===== src/rtl/tx_sched_pkg.sv =====
// Shared constants for the transmit frame scheduler: default widths, FSM state encoding, preamble word.
// Optional preamble insertion is enabled with the TX_PREAMBLE_EN macro.
package tx_sched_pkg;

  localparam int DATA_W_DEF     = 8;
  localparam int CW_W_DEF       = 12;
  localparam int FIFO_DEPTH_DEF = 4;
  localparam int SPB_DEF        = 8;

  localparam logic [11:0] PREAMBLE = 12'hAAA;

  localparam logic [2:0] ST_IDLE  = 3'd0;
  localparam logic [2:0] ST_LOAD  = 3'd1;
  localparam logic [2:0] ST_LATCH = 3'd2;
  localparam logic [2:0] ST_PRE   = 3'd3;
  localparam logic [2:0] ST_SEND  = 3'd4;
  localparam logic [2:0] ST_DONE  = 3'd5;

endpackage


===== src/rtl/tx_frame_scheduler_if.sv =====
// Bus between the scheduler and its neighbours (UART receiver, encoder, BPSK modulator).
// The master side is the surrounding datapath; the slave side is tx_frame_scheduler.
interface tx_frame_scheduler_if #(
  parameter int DATA_W = 8,
  parameter int CW_W   = 12,
  parameter int SPB    = 8
) ();
  localparam int IDX_W = $clog2(SPB);

  logic              en;
  logic [DATA_W-1:0] rx_data;
  logic              rx_valid;
  logic [DATA_W-1:0] enc_data;
  logic [CW_W-1:0]   enc_cw;
  logic              mod_en;
  logic              mod_bit;
  logic [IDX_W-1:0]  mod_idx;
  logic              busy;
  logic              fifo_full;
  logic              overflow;
  logic              frame_done;

  modport master (
    output en, rx_data, rx_valid, enc_cw,
    input  enc_data, mod_en, mod_bit, mod_idx, busy, fifo_full, overflow, frame_done
  );

  modport slave (
    input  en, rx_data, rx_valid, enc_cw,
    output enc_data, mod_en, mod_bit, mod_idx, busy, fifo_full, overflow, frame_done
  );
endinterface


===== src/rtl/tx_sched_fifo.sv =====
// Small synchronous byte FIFO with full/empty flags and a one-cycle overflow pulse.
// A write into a full FIFO succeeds only if a pop happens on the same edge.
module tx_sched_fifo #(
  parameter int DATA_W = 8,
  parameter int DEPTH  = 4
) (
  input  logic              clk,
  input  logic              rst,
  input  logic              wr_en,
  input  logic [DATA_W-1:0] wr_data,
  input  logic              rd_en,
  output logic [DATA_W-1:0] rd_data,
  output logic              full,
  output logic              empty,
  output logic              overflow
);
  localparam int AW = $clog2(DEPTH);

  logic [DATA_W-1:0] mem_r [DEPTH];
  logic [AW:0]       wr_ptr_r;
  logic [AW:0]       rd_ptr_r;
  logic              overflow_r;
  logic              full_s;
  logic              empty_s;
  logic              do_wr_s;
  logic              do_rd_s;

  // Extra pointer MSB distinguishes full from empty when the indices match.
  assign empty_s = (wr_ptr_r == rd_ptr_r);
  assign full_s  = (wr_ptr_r[AW-1:0] == rd_ptr_r[AW-1:0]) && (wr_ptr_r[AW] != rd_ptr_r[AW]);
  assign do_rd_s = rd_en && !empty_s;
  assign do_wr_s = wr_en && (!full_s || do_rd_s);

  // Storage array; contents are don't-care while the pointers say empty.
  always_ff @(posedge clk) begin
    if (do_wr_s) begin
      mem_r[wr_ptr_r[AW-1:0]] <= wr_data;
    end
  end

  // Pointer and overflow bookkeeping.
  always_ff @(posedge clk or posedge rst) begin
    if (rst) begin
      wr_ptr_r   <= '0;
      rd_ptr_r   <= '0;
      overflow_r <= 1'b0;
    end else begin
      if (do_wr_s) begin
        wr_ptr_r <= wr_ptr_r + {{AW{1'b0}}, 1'b1};
      end
      if (do_rd_s) begin
        rd_ptr_r <= rd_ptr_r + {{AW{1'b0}}, 1'b1};
      end
      overflow_r <= wr_en && !do_wr_s;
    end
  end

  assign rd_data  = mem_r[rd_ptr_r[AW-1:0]];
  assign full     = full_s;
  assign empty    = empty_s;
  assign overflow = overflow_r;
endmodule


===== src/rtl/tx_frame_scheduler.sv =====
// Transmit scheduler: buffers UART bytes, presents each to the encoder, then serialises the codeword
// MSB-first to the BPSK modulator. Define TX_PREAMBLE_EN to send the preamble word ahead of every codeword.
module tx_frame_scheduler
  import tx_sched_pkg::*;
#(
  parameter int DATA_W     = DATA_W_DEF,
  parameter int CW_W       = CW_W_DEF,
  parameter int FIFO_DEPTH = FIFO_DEPTH_DEF,
  parameter int SPB        = SPB_DEF
) (
  input logic                 clk,
  input logic                 rst,
  tx_frame_scheduler_if.slave bus
);
  localparam int IDX_W = $clog2(SPB);
  localparam int BIT_W = $clog2(CW_W);
  localparam logic [IDX_W-1:0] LAST_IDX = IDX_W'(SPB - 1);
  localparam logic [BIT_W-1:0] LAST_BIT = BIT_W'(CW_W - 1);
`ifdef TX_PREAMBLE_EN
  localparam logic [CW_W-1:0]  PRE_WORD = CW_W'(PREAMBLE);
`endif

  logic [2:0]        state_r;
  logic [DATA_W-1:0] enc_data_r;
  logic [CW_W-2:0]   shift_r;
  logic [BIT_W-1:0]  bit_cnt_r;
  logic [IDX_W-1:0]  mod_idx_r;
  logic              mod_en_r;
  logic              mod_bit_r;
  logic              frame_done_r;
  logic [DATA_W-1:0] fifo_head_s;
  logic              fifo_empty_s;
  logic              fifo_full_s;
  logic              overflow_s;
  logic              pop_s;
  logic              start_s;

  tx_sched_fifo #(.DATA_W(DATA_W), .DEPTH(FIFO_DEPTH)) u_fifo (
    .clk      (clk),
    .rst      (rst),
    .wr_en    (bus.rx_valid),
    .wr_data  (bus.rx_data),
    .rd_en    (pop_s),
    .rd_data  (fifo_head_s),
    .full     (fifo_full_s),
    .empty    (fifo_empty_s),
    .overflow (overflow_s)
  );

  assign pop_s   = (state_r == ST_LOAD);
  assign start_s = bus.en && !fifo_empty_s;

  // Frame sequencer. mod_bit_r carries the bit in flight; shift_r holds the bits still to go.
  always_ff @(posedge clk or posedge rst) begin
    if (rst) begin
      state_r      <= ST_IDLE;
      enc_data_r   <= '0;
      shift_r      <= '0;
      bit_cnt_r    <= '0;
      mod_idx_r    <= '0;
      mod_en_r     <= 1'b0;
      mod_bit_r    <= 1'b0;
      frame_done_r <= 1'b0;
    end else begin
      frame_done_r <= 1'b0;
      case (state_r)
        ST_IDLE: begin
          if (start_s) begin
            state_r <= ST_LOAD;
          end
        end
        ST_LOAD: begin
          enc_data_r <= fifo_head_s;
          state_r    <= ST_LATCH;
        end
        ST_LATCH: begin
          mod_en_r  <= 1'b1;
          mod_idx_r <= '0;
          bit_cnt_r <= LAST_BIT;
`ifdef TX_PREAMBLE_EN
          mod_bit_r <= PRE_WORD[CW_W-1];
          shift_r   <= PRE_WORD[CW_W-2:0];
          state_r   <= ST_PRE;
`else
          mod_bit_r <= bus.enc_cw[CW_W-1];
          shift_r   <= bus.enc_cw[CW_W-2:0];
          state_r   <= ST_SEND;
`endif
        end
        ST_PRE, ST_SEND: begin
          // Power-of-two SPB lets the sample index wrap to 0 on its own.
          mod_idx_r <= mod_idx_r + {{(IDX_W-1){1'b0}}, 1'b1};
          if (mod_idx_r == LAST_IDX) begin
            if (bit_cnt_r != {BIT_W{1'b0}}) begin
              mod_bit_r <= shift_r[CW_W-2];
              shift_r   <= {shift_r[CW_W-3:0], 1'b0};
              bit_cnt_r <= bit_cnt_r - {{(BIT_W-1){1'b0}}, 1'b1};
            end else if (state_r == ST_PRE) begin
              // enc_data has been stable since LOAD, so enc_cw is still valid here.
              mod_bit_r <= bus.enc_cw[CW_W-1];
              shift_r   <= bus.enc_cw[CW_W-2:0];
              bit_cnt_r <= LAST_BIT;
              state_r   <= ST_SEND;
            end else begin
              mod_en_r     <= 1'b0;
              mod_bit_r    <= 1'b0;
              frame_done_r <= 1'b1;
              state_r      <= ST_DONE;
            end
          end
        end
        ST_DONE: begin
          state_r <= start_s ? ST_LOAD : ST_IDLE;
        end
        default: begin
          state_r   <= ST_IDLE;
          mod_en_r  <= 1'b0;
          mod_bit_r <= 1'b0;
          mod_idx_r <= '0;
        end
      endcase
    end
  end

  assign bus.enc_data   = enc_data_r;
  assign bus.mod_en     = mod_en_r;
  assign bus.mod_bit    = mod_bit_r;
  assign bus.mod_idx    = mod_idx_r;
  assign bus.busy       = (state_r != ST_IDLE);
  assign bus.fifo_full  = fifo_full_s;
  assign bus.overflow   = overflow_s;
  assign bus.frame_done = frame_done_r;
endmodule


===== src/flat_wrapper.sv =====
// flat-port wrapper written by rule: the top's interface ports become plain ports
module tx_frame_scheduler_flat import tx_sched_pkg::*;
#(
  parameter int DATA_W     = DATA_W_DEF,
  parameter int CW_W       = CW_W_DEF,
  parameter int FIFO_DEPTH = FIFO_DEPTH_DEF,
  parameter int SPB        = SPB_DEF
)
  (clk, rst, bus_en, bus_rx_data, bus_rx_valid, bus_enc_cw, bus_enc_data, bus_mod_en, bus_mod_bit, bus_mod_idx, bus_busy, bus_fifo_full, bus_overflow, bus_frame_done);
  tx_frame_scheduler_if #(.DATA_W(DATA_W), .CW_W(CW_W), .SPB(SPB)) bus_i ();
  input logic clk;
  input logic rst;
  input wire logic [$bits(bus_i.en)-1:0] bus_en;
  input wire logic [$bits(bus_i.rx_data)-1:0] bus_rx_data;
  input wire logic [$bits(bus_i.rx_valid)-1:0] bus_rx_valid;
  input wire logic [$bits(bus_i.enc_cw)-1:0] bus_enc_cw;
  output wire logic [$bits(bus_i.enc_data)-1:0] bus_enc_data;
  output wire logic [$bits(bus_i.mod_en)-1:0] bus_mod_en;
  output wire logic [$bits(bus_i.mod_bit)-1:0] bus_mod_bit;
  output wire logic [$bits(bus_i.mod_idx)-1:0] bus_mod_idx;
  output wire logic [$bits(bus_i.busy)-1:0] bus_busy;
  output wire logic [$bits(bus_i.fifo_full)-1:0] bus_fifo_full;
  output wire logic [$bits(bus_i.overflow)-1:0] bus_overflow;
  output wire logic [$bits(bus_i.frame_done)-1:0] bus_frame_done;
  assign bus_i.en = bus_en;
  assign bus_i.rx_data = bus_rx_data;
  assign bus_i.rx_valid = bus_rx_valid;
  assign bus_i.enc_cw = bus_enc_cw;
  assign bus_enc_data = bus_i.enc_data;
  assign bus_mod_en = bus_i.mod_en;
  assign bus_mod_bit = bus_i.mod_bit;
  assign bus_mod_idx = bus_i.mod_idx;
  assign bus_busy = bus_i.busy;
  assign bus_fifo_full = bus_i.fifo_full;
  assign bus_overflow = bus_i.overflow;
  assign bus_frame_done = bus_i.frame_done;
  tx_frame_scheduler #(.DATA_W(DATA_W), .CW_W(CW_W), .FIFO_DEPTH(FIFO_DEPTH), .SPB(SPB)) u_core (.clk(clk), .rst(rst), .bus(bus_i));
endmodule

===== config.mk =====
export PLATFORM = sky130hd
export DESIGN_NAME = tx_frame_scheduler_flat
export DESIGN_NICKNAME = d
export VERILOG_FILES = /design/src/rtl/tx_sched_pkg.sv /design/src/rtl/tx_frame_scheduler_if.sv /design/src/rtl/tx_sched_fifo.sv /design/src/rtl/tx_frame_scheduler.sv /design/src/flat_wrapper.sv
export SDC_FILE = /design/constraint.sdc
export NUM_CORES = 1
export LEC_CHECK = 0
export BUFFER_PORTS_ARGS = -buffer_cell sky130_fd_sc_hd__buf_4
export CORE_MARGIN = 8
export CORE_UTILIZATION = 52
export CTS_BUF_LIST = sky130_fd_sc_hd__clkbuf_4 sky130_fd_sc_hd__clkbuf_8 sky130_fd_sc_hd__clkbuf_16
export CTS_CLUSTER_SIZE = 10
export DETAILED_ROUTE_END_ITERATION = 10
export PLACE_DENSITY = 0.73
export SYNTH_ARGS = -nofsm -noshare
export SYNTH_HDL_FRONTEND = slang
export SYNTH_SLANG_ARGS = --single-unit

===== constraint.sdc =====
create_clock -name clk -period 2 [get_ports clk]
set_clock_uncertainty 0.15 [all_clocks]
set_input_delay 0.1 -clock clk [delete_from_list [all_inputs] [get_ports clk]]
set_output_delay 0.1 -clock clk [all_outputs]
set_load 0.02 [all_outputs]

==> results.cfg <==
[status]
status = complete, no violations

[critical_path]
crit_fanout = 3
path_class = reg2reg
start_kind = flop
crit_required_ps = 2080
critPathCaptureType = flop
worst_ep_arrival_time_ps = 2030

[yosys]
yosys.area.top_type_share_pct = 29.79
async_reset_ff_share_pct = 54.93
synth_edf_count = 32
ys_ff_latch = 71
avgSynthCellArea_um2 = 14.30
synthAdderAreaFrac_pct = 3.438
syn_inst = 229
synth_top_family_by_area = multiplexers
synth-compound-area-share_pct = 8.862
syn_nets = 262
ys_seq_area_share_pct = 59.13
synth_flop_cell = dfrtp_1
syn_area_um2 = 3276
synth_warnings = 0
synthTopCellsByArea = dfrtp_1 30%, edfxtp_1 29%, mux4_2 5.5%
synth_xor_xnor_area_share_pct = 2.101
yosysTopAreaCell = dfrtp_1
synthMuxAreaShare_pct = 14.74
synth_simple_gate_area_share_pct = 8.060
synth_cell_types = 52

[clock_tree]
numCtsBuffers = 9
clock_latency_ps = 340
cts_max_level = 3
path_clk_slew_ps = 80
cts.sinks = 71
cts-root-buf = clkbuf_8
clk_path_buf_depth = 2
tritoncts = done

[flow_run]
cap_violations = 0

[die]
die_area_um2 = 9095
core_region_area_um2 = 6205
core.rowCount = 29
ios = 41
dieHeight_um = 95.37
initial_core_util_pct = 52.79
die_x_um = 95.37

[layout]
syn2layout_area_growth_pct = 30.18
finalInstanceArea_um2 = 4264
layout_common_cells = 66 x buf_4, 38 x dfrtp_1, 32 x edfxtp_1
n_antenna_cell = 0
final_common_cell = buf_4
drive_gt1_share_pct = 37.35
nets = 352
fin_cells = 401

[min_path]
worstHoldPathType = in2reg

[drt]
dr.pass1.iters = 4
wl_um = 6544
route.detailed.drc = 0
wl_per_cell_um = 16.32
drtIter0Drc = 48
drtAntennaViolNets = 0
post_drt_via_cell_ratio = 5.337
vias = 2140

[placed_design]
post-dp-hpwl_um = 4340
gp_congestion = 0.7476
place_area_um2 = 3831
pre_cts_ws_ps = 8.403
numPortBuffers = 40
dp_cells = 362

[power]
p_per_area_nw_per_um2 = 1449
irDropWorstVdd_mv = 0.7639
leakagePower_nw = 1.806

[sta]
rsz0062_at_grt = no
fin_ws_ps = 50.69
holdWs_ps = 28.28
finalHoldViolCount = 0
max_freq_mhz = 513.0
fin_crit_ps = 1949
finalCritPeriodShare_pct = 97.47
slew_headroom_pct = 65.39
setup_viol_count_final = 0
drv_slew = 0
max_slew.worst_pin.slew_ps = 519.2

[global_route]
grt_max_degree = 40
grt_usage_pct = 15.59
grt-ovfl-total = 0
grt_pass1_vias = 2250
grt_pass1_wl_um = 10800
antenna_found_initial = 0
where the power goes:
| part | switching (mW) | internal [mW] | leakage, nW |
|---|---|---|---|
| clock network | 0.595 | 0.472 | 0.0877 |
| registers | 0.312 | 2.06 | 0.753 |
| logic | 1.36 | 1.38 | 0.966 |
flip-flops by register name, summed over array words and instances, names as in the netlist:
signal and count:
u_core.u_fifo.overflow 1, u_core.u_fifo.wr_ptr_r 3, u_core.bus.frame_done 1, u_core.shift_r 11, u_core.u_fifo.rd_ptr_r 3, u_core.bus.mod_bit 1, u_core.u_fifo.mem_r 32, u_core.bus.mod_en 1
u_core.bus.mod_idx 3, u_core.state_r 3, u_core.bit_cnt_r 4, u_core.bus.enc_data 8
final cells by class:
cell class	instances	area (um2)
Tap cell	77	96.34
Fill cell	430	1941
Sequential cell	71	1938
Multi-Input combinational cell	133	1261
Inverter	16	60.06
Clock inverter	7	58.81
Clock buffer	9	123.9
Timing Repair Buffer	88	725.7
layer usage:
metal	track usage, %	routed length, um	vias to the layer above
met1	18.66	2854	1064
met3	4.331	310	6
met2	26.29	3308	41
met4	5.762	70	0
li1	-	-	1029
met5	0	0	-
through the flow:
stage | utilization, % | TNS (ps) | power, mW
after floorplan | - | -19.79 | 4.206
after CTS | 68.08 | 0 | 6.196
after global routing | 68.72 | 0 | 6.587
after global placement | 61.75 | 0 | 5.001
final | 68.72 | 0 | 6.181
after detailed placement | 61.75 | 0 | 5.073
worst max-delay path, stage by stage (launching register included):
cell,delay (ps)
dfrtp_1,400
inv_2,90
ha_4,130
or3b_4,410
o21ai_4,100
mux2_4,320
mux2_2,250
logic make-up after synthesis:
kind of cell / after synthesis
AOI/OAI and AO/OA: 37
buffers and inverters: 25
adders and majority gates: 9
and+or+nand+nor: 44
muxes: 36
xor gates and xnor gates: 7
DFF: 71
cell usage after synthesis (2+ instances only):
master and count:
dfrtp_1 39, a22oi_1 2, a2bb2oi_1 8, nand3_1 3
nand2_1 9, buf_6 2, mux2_1 5, o21ai_0 4
mux2i_1 13, o21ai_2 2, buf_4 2, nor2b_1 3
and2b_1 2, nand2b_1 2, o22ai_1 4, nand4_1 2
buf_2 3, ha_1 9, edfxtp_1 32, mux2_2 9
nor2_1 11, inv_1 15, xnor2_1 6, a21oi_1 7
mux4_2 8
timing repair:
action,in CTS,in global routing
endpoints found under the setup margin,0,5
hold buffers,21,0
hold endpoints to repair,86,0
gates resized for setup,0,6
setup buffers,0,2
final timing paths:
kind	slack (ps)	startpoint	cells after the start	endpoint
setup / recovery	50	u_core.bit_cnt_r[0]$_DFFE_PP0P_	6	u_core.shift_r[2]$_DFFE_PP0P_
hold reg to reg	370	u_core.bus.enc_data[3]$_DFFE_PP0P_	1	u_core.bus.enc_data[3]$_DFFE_PP0P_
min in group asynchronous	310	rst	4	u_core.bus.enc_data[6]$_DFFE_PP0P_
max in group asynchronous	1000	rst	4	u_core.bus.mod_idx[0]$_DFFE_PP0N_
hold / removal	30	bus_enc_cw[11]	4	u_core.bus.mod_bit$_DFFE_PP0P_
setup reg to reg	50	u_core.bit_cnt_r[0]$_DFFE_PP0P_	6	u_core.shift_r[2]$_DFFE_PP0P_
No activity file was read; power rests on OpenSTA's default activity.
